[config.mk]
export PLATFORM = sky130hd
export DESIGN_NAME = hilo_muldiv_unit_flat
export DESIGN_NICKNAME = d
export VERILOG_FILES = /design/src/rtl/hilo_muldiv_unit_if.sv /design/src/rtl/hilo_muldiv_unit.sv /design/src/flat_wrapper.sv
export SDC_FILE = /design/constraint.sdc
export NUM_CORES = 1
export LEC_CHECK = 0
export ABC_AREA = 0
export CAP_MARGIN = 40
export CORE_UTILIZATION = 60
export CTS_CLUSTER_DIAMETER = 40
export DETAILED_ROUTE_END_ITERATION = 10
export DONT_BUFFER_PORTS = 1
export PLACE_DENSITY = 0.79
export REMOVE_ABC_BUFFERS = 1
export SETUP_SLACK_MARGIN = 0.3
export SLEW_MARGIN = 0
export SYNTH_ARGS = -nofsm -noshare
export SYNTH_HDL_FRONTEND = slang
export SYNTH_SLANG_ARGS = --single-unit
[constraint.sdc]
create_clock -name clk -period 3.35 [get_ports clk]
set_input_delay 0.67 -clock clk [delete_from_list [all_inputs] [get_ports clk]]
set_output_delay 0.67 -clock clk [all_outputs]
set_load 0.01 [all_outputs]
[src/rtl/hilo_muldiv_unit_if.sv]
// rtl/hilo_muldiv_unit_if.sv - EX-stage issue/result bundle for the HI/LO multiply/divide unit
//
// Signals:
//   start        issue strobe from EX
//   op           operation code (0 NOP, 1 MULT, 2 MULTU, 3 DIV, 4 DIVU, 5 MTHI, 6 MTLO)
//   a, b         rs / rt operands
//   flush        abort any in-flight operation
//   busy         operation in flight, EX must stall
//   done         one-cycle pulse, hi/lo hold the new result
//   div_by_zero  one-cycle pulse with done for a zero divisor
//   hi, lo       architectural HI/LO registers
// Modports: master = EX pipeline side, slave = muldiv unit side.
interface hilo_muldiv_unit_if #(
    parameter int WIDTH = 32
);
    logic             start;
    logic [2:0]       op;
    logic [WIDTH-1:0] a;
    logic [WIDTH-1:0] b;
    logic             flush;
    logic             busy;
    logic             done;
    logic             div_by_zero;
    logic [WIDTH-1:0] hi;
    logic [WIDTH-1:0] lo;

    modport master (
        output start, op, a, b, flush,
        input  busy, done, div_by_zero, hi, lo
    );

    modport slave (
        input  start, op, a, b, flush,
        output busy, done, div_by_zero, hi, lo
    );
endinterface

[src/rtl/hilo_muldiv_unit.sv]
// rtl/hilo_muldiv_unit.sv - iterative multiply/divide unit with HI/LO registers
//
// Ports:
//   clk    rising-edge clock
//   rst_n  asynchronous active-low reset
//   bus    hilo_muldiv_unit_if.slave (start/op/a/b/flush in; busy/done/div_by_zero/hi/lo out)
// Parameters:
//   WIDTH  operand and HI/LO width (>= 4)
//   CNT_W  iteration counter width (2**CNT_W > WIDTH)
module hilo_muldiv_unit #(
    parameter int WIDTH = 32,
    parameter int CNT_W = 6
) (
    input  logic                  clk,
    input  logic                  rst_n,
    hilo_muldiv_unit_if.slave     bus
);
    localparam logic [2:0] OP_MULT  = 3'd1;
    localparam logic [2:0] OP_MULTU = 3'd2;
    localparam logic [2:0] OP_DIV   = 3'd3;
    localparam logic [2:0] OP_DIVU  = 3'd4;
    localparam logic [2:0] OP_MTHI  = 3'd5;
    localparam logic [2:0] OP_MTLO  = 3'd6;

    typedef enum logic [1:0] {S_IDLE, S_CALC, S_FINISH} state_t;

    state_t             r_state;
    state_t             w_state_nxt;
    logic [CNT_W-1:0]   r_cnt;
    logic [WIDTH-1:0]   r_hi;
    logic [WIDTH-1:0]   r_lo;
    logic               r_done;
    logic               r_dbz;
    // Shared datapath: multiply keeps {partial product, multiplier}, divide keeps
    // {remainder, dividend/quotient}; r_opnd is multiplicand or divisor magnitude.
    logic [WIDTH-1:0]   r_acc_hi;
    logic [WIDTH-1:0]   r_acc_lo;
    logic [WIDTH-1:0]   r_opnd;
    logic               r_is_div;
    logic               r_neg_res;
    logic               r_neg_rem;
    logic               r_div0;

    logic               w_issue;
    logic               w_arith;
    logic               w_signed;
    logic               w_a_neg;
    logic               w_b_neg;
    logic [WIDTH-1:0]   w_a_mag;
    logic [WIDTH-1:0]   w_b_mag;
    logic [WIDTH:0]     w_mul_sum;
    logic [WIDTH:0]     w_div_sh;
    logic               w_div_ge;
    logic [WIDTH-1:0]   w_div_diff;
    logic [2*WIDTH-1:0] w_prod;
    logic [2*WIDTH-1:0] w_prod_fix;
    logic [WIDTH-1:0]   w_quo_fix;
    logic [WIDTH-1:0]   w_rem_fix;

    assign w_issue  = (r_state == S_IDLE) && bus.start && !bus.flush;
    assign w_arith  = (bus.op >= OP_MULT) && (bus.op <= OP_DIVU);
    assign w_signed = (bus.op == OP_MULT) || (bus.op == OP_DIV);
    assign w_a_neg  = w_signed && bus.a[WIDTH-1];
    assign w_b_neg  = w_signed && bus.b[WIDTH-1];
    assign w_a_mag  = w_a_neg ? -bus.a : bus.a;
    assign w_b_mag  = w_b_neg ? -bus.b : bus.b;

    // One shift-add step: add multiplicand when the multiplier LSB is set, then
    // shift the whole {sum, multiplier} pair right by one.
    assign w_mul_sum  = {1'b0, r_acc_hi} + (r_acc_lo[0] ? {1'b0, r_opnd} : {(WIDTH+1){1'b0}});
    // One restoring step; the difference fits WIDTH bits whenever it is kept.
    assign w_div_sh   = {r_acc_hi, r_acc_lo[WIDTH-1]};
    assign w_div_ge   = w_div_sh >= {1'b0, r_opnd};
    assign w_div_diff = w_div_sh[WIDTH-1:0] - r_opnd;

    // Magnitude arithmetic already yields most-negative / -1 = most-negative rem 0,
    // and a zero divisor leaves the dividend magnitude as remainder, so only the
    // zero-divisor quotient needs an override; remainder sign restores HI = a.
    assign w_prod     = {r_acc_hi, r_acc_lo};
    assign w_prod_fix = r_neg_res ? -w_prod : w_prod;
    assign w_quo_fix  = r_div0 ? {WIDTH{1'b1}} : (r_neg_res ? -r_acc_lo : r_acc_lo);
    assign w_rem_fix  = r_neg_rem ? -r_acc_hi : r_acc_hi;

    always_ff @(posedge clk or negedge rst_n) begin
        if (!rst_n) r_state <= S_IDLE;
        else        r_state <= w_state_nxt;
    end

    always_comb begin
        w_state_nxt = r_state;
        case (r_state)
            S_IDLE:   if (w_issue && w_arith) w_state_nxt = S_CALC;
            S_CALC:   begin
                if (bus.flush)                   w_state_nxt = S_IDLE;
                else if (r_cnt == CNT_W'(1))     w_state_nxt = S_FINISH;
            end
            S_FINISH: w_state_nxt = S_IDLE;
            default:  w_state_nxt = S_IDLE;
        endcase
    end

    always_ff @(posedge clk or negedge rst_n) begin
        if (!rst_n) begin
            r_cnt     <= '0;
            r_hi      <= '0;
            r_lo      <= '0;
            r_done    <= 1'b0;
            r_dbz     <= 1'b0;
            r_acc_hi  <= '0;
            r_acc_lo  <= '0;
            r_opnd    <= '0;
            r_is_div  <= 1'b0;
            r_neg_res <= 1'b0;
            r_neg_rem <= 1'b0;
            r_div0    <= 1'b0;
        end else begin
            r_done <= 1'b0;
            r_dbz  <= 1'b0;
            case (r_state)
                S_IDLE: begin
                    if (w_issue) begin
                        case (bus.op)
                            OP_MTHI: r_hi <= bus.a;
                            OP_MTLO: r_lo <= bus.a;
                            OP_MULT, OP_MULTU: begin
                                r_acc_hi  <= '0;
                                r_acc_lo  <= w_b_mag;
                                r_opnd    <= w_a_mag;
                                r_is_div  <= 1'b0;
                                r_neg_res <= w_a_neg ^ w_b_neg;
                                r_neg_rem <= 1'b0;
                                r_div0    <= 1'b0;
                                r_cnt     <= CNT_W'(WIDTH);
                            end
                            OP_DIV, OP_DIVU: begin
                                r_acc_hi  <= '0;
                                r_acc_lo  <= w_a_mag;
                                r_opnd    <= w_b_mag;
                                r_is_div  <= 1'b1;
                                r_neg_res <= w_a_neg ^ w_b_neg;
                                r_neg_rem <= w_a_neg;
                                r_div0    <= (bus.b == '0);
                                r_cnt     <= CNT_W'(WIDTH);
                            end
                            default: ;
                        endcase
                    end
                end
                S_CALC: begin
                    if (bus.flush) begin
                        r_cnt <= '0;
                    end else begin
                        r_cnt <= r_cnt - CNT_W'(1);
                        if (r_is_div) begin
                            r_acc_hi <= w_div_ge ? w_div_diff : w_div_sh[WIDTH-1:0];
                            r_acc_lo <= {r_acc_lo[WIDTH-2:0], w_div_ge};
                        end else begin
                            r_acc_hi <= w_mul_sum[WIDTH:1];
                            r_acc_lo <= {w_mul_sum[0], r_acc_lo[WIDTH-1:1]};
                        end
                    end
                end
                S_FINISH: begin
                    if (!bus.flush) begin
                        if (r_is_div) begin
                            r_lo <= w_quo_fix;
                            r_hi <= w_rem_fix;
                        end else begin
                            r_lo <= w_prod_fix[WIDTH-1:0];
                            r_hi <= w_prod_fix[2*WIDTH-1:WIDTH];
                        end
                        r_done <= 1'b1;
                        r_dbz  <= r_is_div && r_div0;
                    end
                end
                default: ;
            endcase
        end
    end

    assign bus.busy        = (r_state != S_IDLE);
    assign bus.done        = r_done;
    assign bus.div_by_zero = r_dbz;
    assign bus.hi          = r_hi;
    assign bus.lo          = r_lo;
endmodule
[src/flat_wrapper.sv]
// flat-port wrapper written by rule: the top's interface ports become plain ports
module hilo_muldiv_unit_flat 
#(
    parameter int WIDTH = 32,
    parameter int CNT_W = 6
)
  (clk, rst_n, bus_start, bus_op, bus_a, bus_b, bus_flush, bus_busy, bus_done, bus_div_by_zero, bus_hi, bus_lo);
  hilo_muldiv_unit_if #(.WIDTH(WIDTH)) bus_i ();
  input  logic clk;
  input  logic rst_n;
  input wire logic [$bits(bus_i.start)-1:0] bus_start;
  input wire logic [$bits(bus_i.op)-1:0] bus_op;
  input wire logic [$bits(bus_i.a)-1:0] bus_a;
  input wire logic [$bits(bus_i.b)-1:0] bus_b;
  input wire logic [$bits(bus_i.flush)-1:0] bus_flush;
  output wire logic [$bits(bus_i.busy)-1:0] bus_busy;
  output wire logic [$bits(bus_i.done)-1:0] bus_done;
  output wire logic [$bits(bus_i.div_by_zero)-1:0] bus_div_by_zero;
  output wire logic [$bits(bus_i.hi)-1:0] bus_hi;
  output wire logic [$bits(bus_i.lo)-1:0] bus_lo;
  assign bus_i.start = bus_start;
  assign bus_i.op = bus_op;
  assign bus_i.a = bus_a;
  assign bus_i.b = bus_b;
  assign bus_i.flush = bus_flush;
  assign bus_busy = bus_i.busy;
  assign bus_done = bus_i.done;
  assign bus_div_by_zero = bus_i.div_by_zero;
  assign bus_hi = bus_i.hi;
  assign bus_lo = bus_i.lo;
  hilo_muldiv_unit #(.WIDTH(WIDTH), .CNT_W(CNT_W)) u_core (.clk(clk), .rst_n(rst_n), .bus(bus_i));
endmodule
== Word level (Yosys, flattened, before mapping) ==
Cells that the tools add are included.

* Bitwise operators: 1
* Reduce and logical (&&, ||, !) cells: 26
* Multiplexer cells: 44
* Magnitude comparators: 3
* Eq/ne operators: 18
* $add $sub $neg: 8

{| class="wikitable"
|+ Operator list
! kind !! count
|-
| $mux W32 || 22
|-
| $pmux W32 S2 || 6
|-
| $neg A32 Y32 || 4
|-
| $mux W64 || 1
|-
| $neg A64 Y64 || 1
|-
| $add A32 B33 Y33 || 1
|-
| $ge A33 B32 Y1 || 1
|-
| $logic_not A32 Y1 || 1
|-
| $sub A32 B32 Y32 || 1
|-
| $mux W6 || 3
|-
| $reduce_and A4 Y1 || 4
|-
| $ne A2 B2 Y1 const B || 6
|-
| $pmux W6 S2 || 1
|-
| $eq A3 B3 Y1 const B || 3
|-
| $reduce_and A3 Y1 || 3
|-
| $reduce_bool A2 Y1 || 4
|-
| $logic_and A1 B1 Y1 || 7
|-
| $eq A3 B2 Y1 const B || 2
|-
| $eq A6 B1 Y1 const B || 1
|-
| $mux W2 || 3
|-
| $pmux W1 S2 || 3
|-
| $sub A6 B1 Y6 const B || 1
|-
| $mux W1 || 4
|-
| $pmux W2 S2 || 1
|-
| 15 further kinds || 16
|}

* Bits in registers: 174
* Bits of input ports: 71
* Output and inout bits: 67

== Logic depth before layout (Yosys ltp) ==
* Depth after elaboration: 7
* Mapped depth: 14
* Mapped depth without buffers: 13

== Least setup slack after synthesis ==
No wires, ideal clock.

* Kind: register -> register
* From: register u_core.r_acc_lo[0]
* To: register u_core.r_acc_hi[30]
* Library setup time: 0.136 ns
* Stages on the path, launching flop included: 15
* Period minus slack after synthesis: 3.230 ns
* Slack: 0.120 ns
* Data required time: 3.214 ns
* Arrival: 3.095 ns
* Path buffers: 2
* Cell sequence: dfrtp_1 > inv_1 > clkbuf_1 > nor2_1 > ha_1 > clkbuf_1 > nand2_1 > nor4_1 > o211ai_1 > a21boi_0 > a311o_1 > nor4b_1 > nor3_1 > a221oi_1 > o21ai_0

* Longest elaborated chain between the ends: 5

{| class="wikitable"
|+ Ends and longest elaborated chain
! item !! RTL line !! source
|-
| from (decl) || hilo_muldiv_unit.sv:37 || <nowiki>logic [WIDTH-1:0] r_acc_lo;</nowiki>
|-
| from (signal assigned) || hilo_muldiv_unit.sv:127 || <nowiki>r_acc_lo <= w_b_mag;</nowiki>
|-
| from (signal assigned) || hilo_muldiv_unit.sv:137 || <nowiki>r_acc_lo <= w_a_mag;</nowiki>
|-
| from (signal assigned) || hilo_muldiv_unit.sv:156 || <nowiki>r_acc_lo <= {r_acc_lo[WIDTH-2:0], w_div_ge};</nowiki>
|-
| $mux W32 || hilo_muldiv_unit.sv:70 || <nowiki>assign w_mul_sum = {1'b0, r_acc_hi} + (r_acc_lo[0] ? {1'b0, r_opnd} : {(WIDTH+1){1'b0}});</nowiki>
|-
| $add A32 B33 Y33 || hilo_muldiv_unit.sv:70 ||
|-
| $mux W32 || hilo_muldiv_unit.sv:154 || <nowiki>if (r_is_div) begin</nowiki>
|-
| $mux W32 || hilo_muldiv_unit.sv:150 || <nowiki>if (bus.flush) begin</nowiki>
|-
| $pmux W32 S2 || hilo_muldiv_unit.sv:119 || <nowiki>case (r_state)</nowiki>
|-
| to (signal assigned) || hilo_muldiv_unit.sv:155 || <nowiki>r_acc_hi <= w_div_ge ? w_div_diff : w_div_sh[WIDTH-1:0];</nowiki>
|-
| to (signal assigned) || hilo_muldiv_unit.sv:158 || <nowiki>r_acc_hi <= w_mul_sum[WIDTH:1];</nowiki>
|-
| to (decl) || hilo_muldiv_unit.sv:36 || <nowiki>logic [WIDTH-1:0] r_acc_hi;</nowiki>
|}

No other way between the ends. The select of a mux whose other input is x is not followed.
A chain may end at the register's enable or synchronous reset.

== Final worst setup path ==
* From: register u_core.r_opnd[0]
* To: register u_core.r_acc_hi[29]

* Longest elaborated chain between the ends: 5
* Elaborated cells on any way between the ends: 8
* Classes of those cells: 2 x add/sub; 1 x order compare; 5 x mux

{| class="wikitable"
|+ Ends and longest elaborated chain
! item !! RTL line !! source
|-
| from (decl) || hilo_muldiv_unit.sv:38 || <nowiki>logic [WIDTH-1:0] r_opnd;</nowiki>
|-
| from (signal assigned) || hilo_muldiv_unit.sv:128 || <nowiki>r_opnd <= w_a_mag;</nowiki>
|-
| from (signal assigned) || hilo_muldiv_unit.sv:138 || <nowiki>r_opnd <= w_b_mag;</nowiki>
|-
| $mux W32 (tied with other cells) || hilo_muldiv_unit.sv:70 ||
|-
| $add A32 B33 Y33 or $mux W32 (tied branches) || hilo_muldiv_unit.sv:70, hilo_muldiv_unit.sv:155 ||
|-
| $mux W32 (*) || hilo_muldiv_unit.sv:154 ||
|-
| $mux W32 (*) || hilo_muldiv_unit.sv:150 ||
|-
| $pmux W32 S2 (*) || hilo_muldiv_unit.sv:119 ||
|}

Every way passes the cells marked *; elsewhere a longest branch is shown, timed or not. The select of a mux whose other input is x is not followed.

==> metrics.csv <==
stage,metric,value,unit
critical_path,crit-path max cell delay,470,ps
global_routing,largest net degree at the start of global routing,175,
placement,Area after DPL,0.01633,mm2
clocking,H-tree depth,4,
critical_path,Worst Path Buf+Inv,1,
synth,Synth area leader,dfrtp_1,
critical_path,Worst R2R Setup Slack,170,ps
synth,Yosys Warn Count,0,
critical_path,worst path required time,3710,ps
synth,top cell type's share of synthesized area,28.45,%
placement,pre-CTS setup slack,22.30,ps
detailed_routing,Via-to-Cell Ratio,6.874,
floorplan,Core ar.,0.02511,mm2
critical_path,"slowest stage cell, crit path",dfrtp_1,
critical_path,R2R Path Start,u_core.r_opnd[0],
sta,Hold Slack,-99.60,ps
detailed_routing,WL/cell,24.08,um
sta,Hold Fails Final Rpt,174,
critical_path,WS Path Type,flip-flop to flip-flop,
critical_path,critical path data arrival time,3540,ps
critical_path,Startpoint Class,flip-flop,
worst_hold_path,Hold WC Path Type,input pin to async pin,
global_routing,GR Overflow Total,0,
placement,I/O Buffers,0,
synth,Yosys reg bits,174,
sta,Peak Freq,314.3,MHz
critical_path,CP max FO,3,
run_status,run status,"complete, but fails checks",
synth,Post-synth EDFFs,0,
detailed_routing,Pre-antenna DRT Iters,6,
placement,Post-DP HPWL,41.42,mm
pwr,LEAKAGE,7.736,nW
global_routing,gr usage total,42.56,%
clocking,Longest Clk Path Bufs,2,
layout,Sequential cell area,0.004367,mm2
floorplan,Die Y-Extent,161.7,um
detailed_routing,DR iter-0 viols,2072,
global_routing,initial antenna violation count,0,
placement,gpl congestion,0.9878,
layout,Final nets,2202,
detailed_routing,DRC viols,0,
sta,Final Max Slew Viols,0,
synth,Unique masters post-synth,81,
layout,most frequent cells in the layout,"212 x nand2_1, 189 x nor2_1, 175 x o21ai_0",
global_routing,first-pass GRT wire length,86.10,mm
flow_run,Max-Cap Viols,0,
critical_path,Worst Setup SP,u_core.r_opnd[0],
sta,Tmin final,3181,ps
clocking,clock sinks,174,
floorplan,io pins,138,
synth,top post-synthesis cells by area,"dfrtp_1 28%, o21ai_0 6.8%, xnor2_1 6.2%",
layout,area grow syn2layout,18.38,%
detailed_routing,routed via count,16511,
critical_path,number of cells on the critical path,13,
detailed_routing,final WL,57.83,mm
global_routing,vias in the first global route,15402,
clocking,CTS Buf Count,17,
pwr,P per Cell Area,943.8,mW/mm2
critical_path,worst r2r path cells,13,
critical_path,most used cell along the critical path,o21ai_2,
pwr,"IR drop worst, VDD",0.0005023,V
sta,final worst slack,168.8,ps
synth,Most used DFF post-synth,dfrtp_1,
layout,"non-filler cells, final",2402,
sta,Setup TNS,0,ps
layout,multi-input combinational cell area,0.01111,mm2
floorplan,num rows,58,
floorplan,Initial Utilization,60.96,%
layout,share of layout cells above drive strength 1,18.44,%
floorplan,die area,0.02616,mm2
sta,Rel. slew slack,18.20,%
clocking,Worst-Skew Late Latency,450,ps
clocking,clk slew on worst S/H paths,90,ps
placement,DP Cell Count,2330,
critical_path,CP endpoint,u_core.r_acc_hi[29],
sta,setup violators final,0,
critical_path,worst path cell trace,"and2_4, ha_4, inv_1, fa_1, nand2b_1, a21o_1, a211oi_4, o21ai_2, a31oi_4, o21ai_2, nor3b_1, o31a_1, a211oi_2",
synth,sequential element share of the synthesized area,28.45,%
sta,crit share post-route,94.96,%
clocking,CTS tree,done,
synth,Post-Syn Area per Cell,7.673,um2
sta,unrepaired setup endpoints after global routing,yes,
synth,Post-Synthesis Cells,1995,
layout,fill count,1977,
critical_path,crit-path leading delay family,compound AO/OA/AOI/OAI gates,
critical_path,Worst Setup End Kind,flip-flop,
layout,diode count,0,
synth,Post-synth ARST share,100.0,%
detailed_routing,ANT nets after route,0,
clocking,Clk Tree Root Cell,clkbuf_16,
run_status,failing checks,hold timing,
critical_path,reg2reg end,u_core.r_acc_hi[29],
synth,cell area after synthesis,0.01531,mm2
layout,Final Cell Area,0.01812,mm2
sta,slew at the pin closest to its max-slew limit,1218,ps
sta,Final Skew,17.50,ps
floorplan,Die W,161.7,um
layout,"commonest non-fill, non-tap cell in the layout",nand2_1,
-- layer usage --
metal	global-route usage (%)	share of wire, %	vias up
met2	64.77	44	1077
met1	55.93	39	7851
li1	-	-	7349
met5	0	0	-
met3	11.75	12	234
met4	20.20	5.4	0
-- area by class of cell --
type,count,area share [%]
sequential,174,24.10
multi-input combinational,1636,61.29
timing repair buffer,170,7.795
clock buffer,18,2.368
tap,330,2.279
clock inverter,14,0.9252
inverter,60,1.243
-- synth_stat cells (48+ instances only) --
cell type	count
nor3_1	48
a21oi_1	171
xnor2_1	109
o21ai_0	209
clkbuf_1	105
nor2_1	201
xor2_1	55
inv_1	59
ha_1	70
nand2_1	221
mux2i_1	48
dfrtp_1	174
-- repair_timing --
action                     CTS  global route
gates cloned                 0             1
pin swaps                   19            77
setup endpoints to repair   39            59
gates resized for setup     31           193
hold endpoints to repair   174           174
buffers inserted            15            23
-- how the worst min path moves through the flow --
stage	start	to	slack, ps	cells after the start
3_3_place_gp	rst_n	u_core.bus.lo[25]	380	0
4_1_cts	rst_n	u_core.bus.lo[25]	-110	0
3_5_place_dp	rst_n	u_core.bus.lo[26]	380	0
6_report	rst_n	u_core.r_opnd[27]	-100	0
2_1_floorplan	rst_n	u_core.bus.div_by_zero	370	0
5_1_grt	rst_n	u_core.bus.lo[27]	-110	0
-- registers in the layout, summed over array words and instances (netlist names), 2 cells and up --
signal,count
u_core.r_cnt,6
u_core.r_opnd,32
u_core.r_state,2
u_core.r_acc_lo,32
u_core.r_acc_hi,32
u_core.bus.lo,32
u_core.bus.hi,32
-- where the power goes --
| group | switching (mW) | internal (mW) | total (mW) | leakage (nW) |
|---|---|---|---|---|
| Clock | 1.08 | 1.01 | 2.09 | 0.290 |
| Sequential | 1.14 | 2.86 | 3.99 | 2.17 |
| Combinational | 6.22 | 4.80 | 11.0 | 5.27 |
| Total | 8.43 | 8.67 | 17.1 | 7.74 |
-- cell families after synthesis --
kind of cell	synth area share, %
AOI/OAI and AO/OA	27.51
DFF	28.45
adders and majority gates	5.983
muxes	3.433
and+or+nand+nor	20.61
buffers and inverters	4.635
xor gates and xnor gates	9.384
-- through the flow --
| step | total power, mW | utilization [%] |
|---|---|---|
| floorplan | 9.935 | - |
| finish | 17.10 | 72.17 |
| global placement | 13.16 | 64.98 |
| global route | 18.05 | 72.17 |
| detailed placement | 13.33 | 65.03 |
| CTS | 15.62 | 68.26 |
No activity file was read; power rests on OpenSTA's default activity.
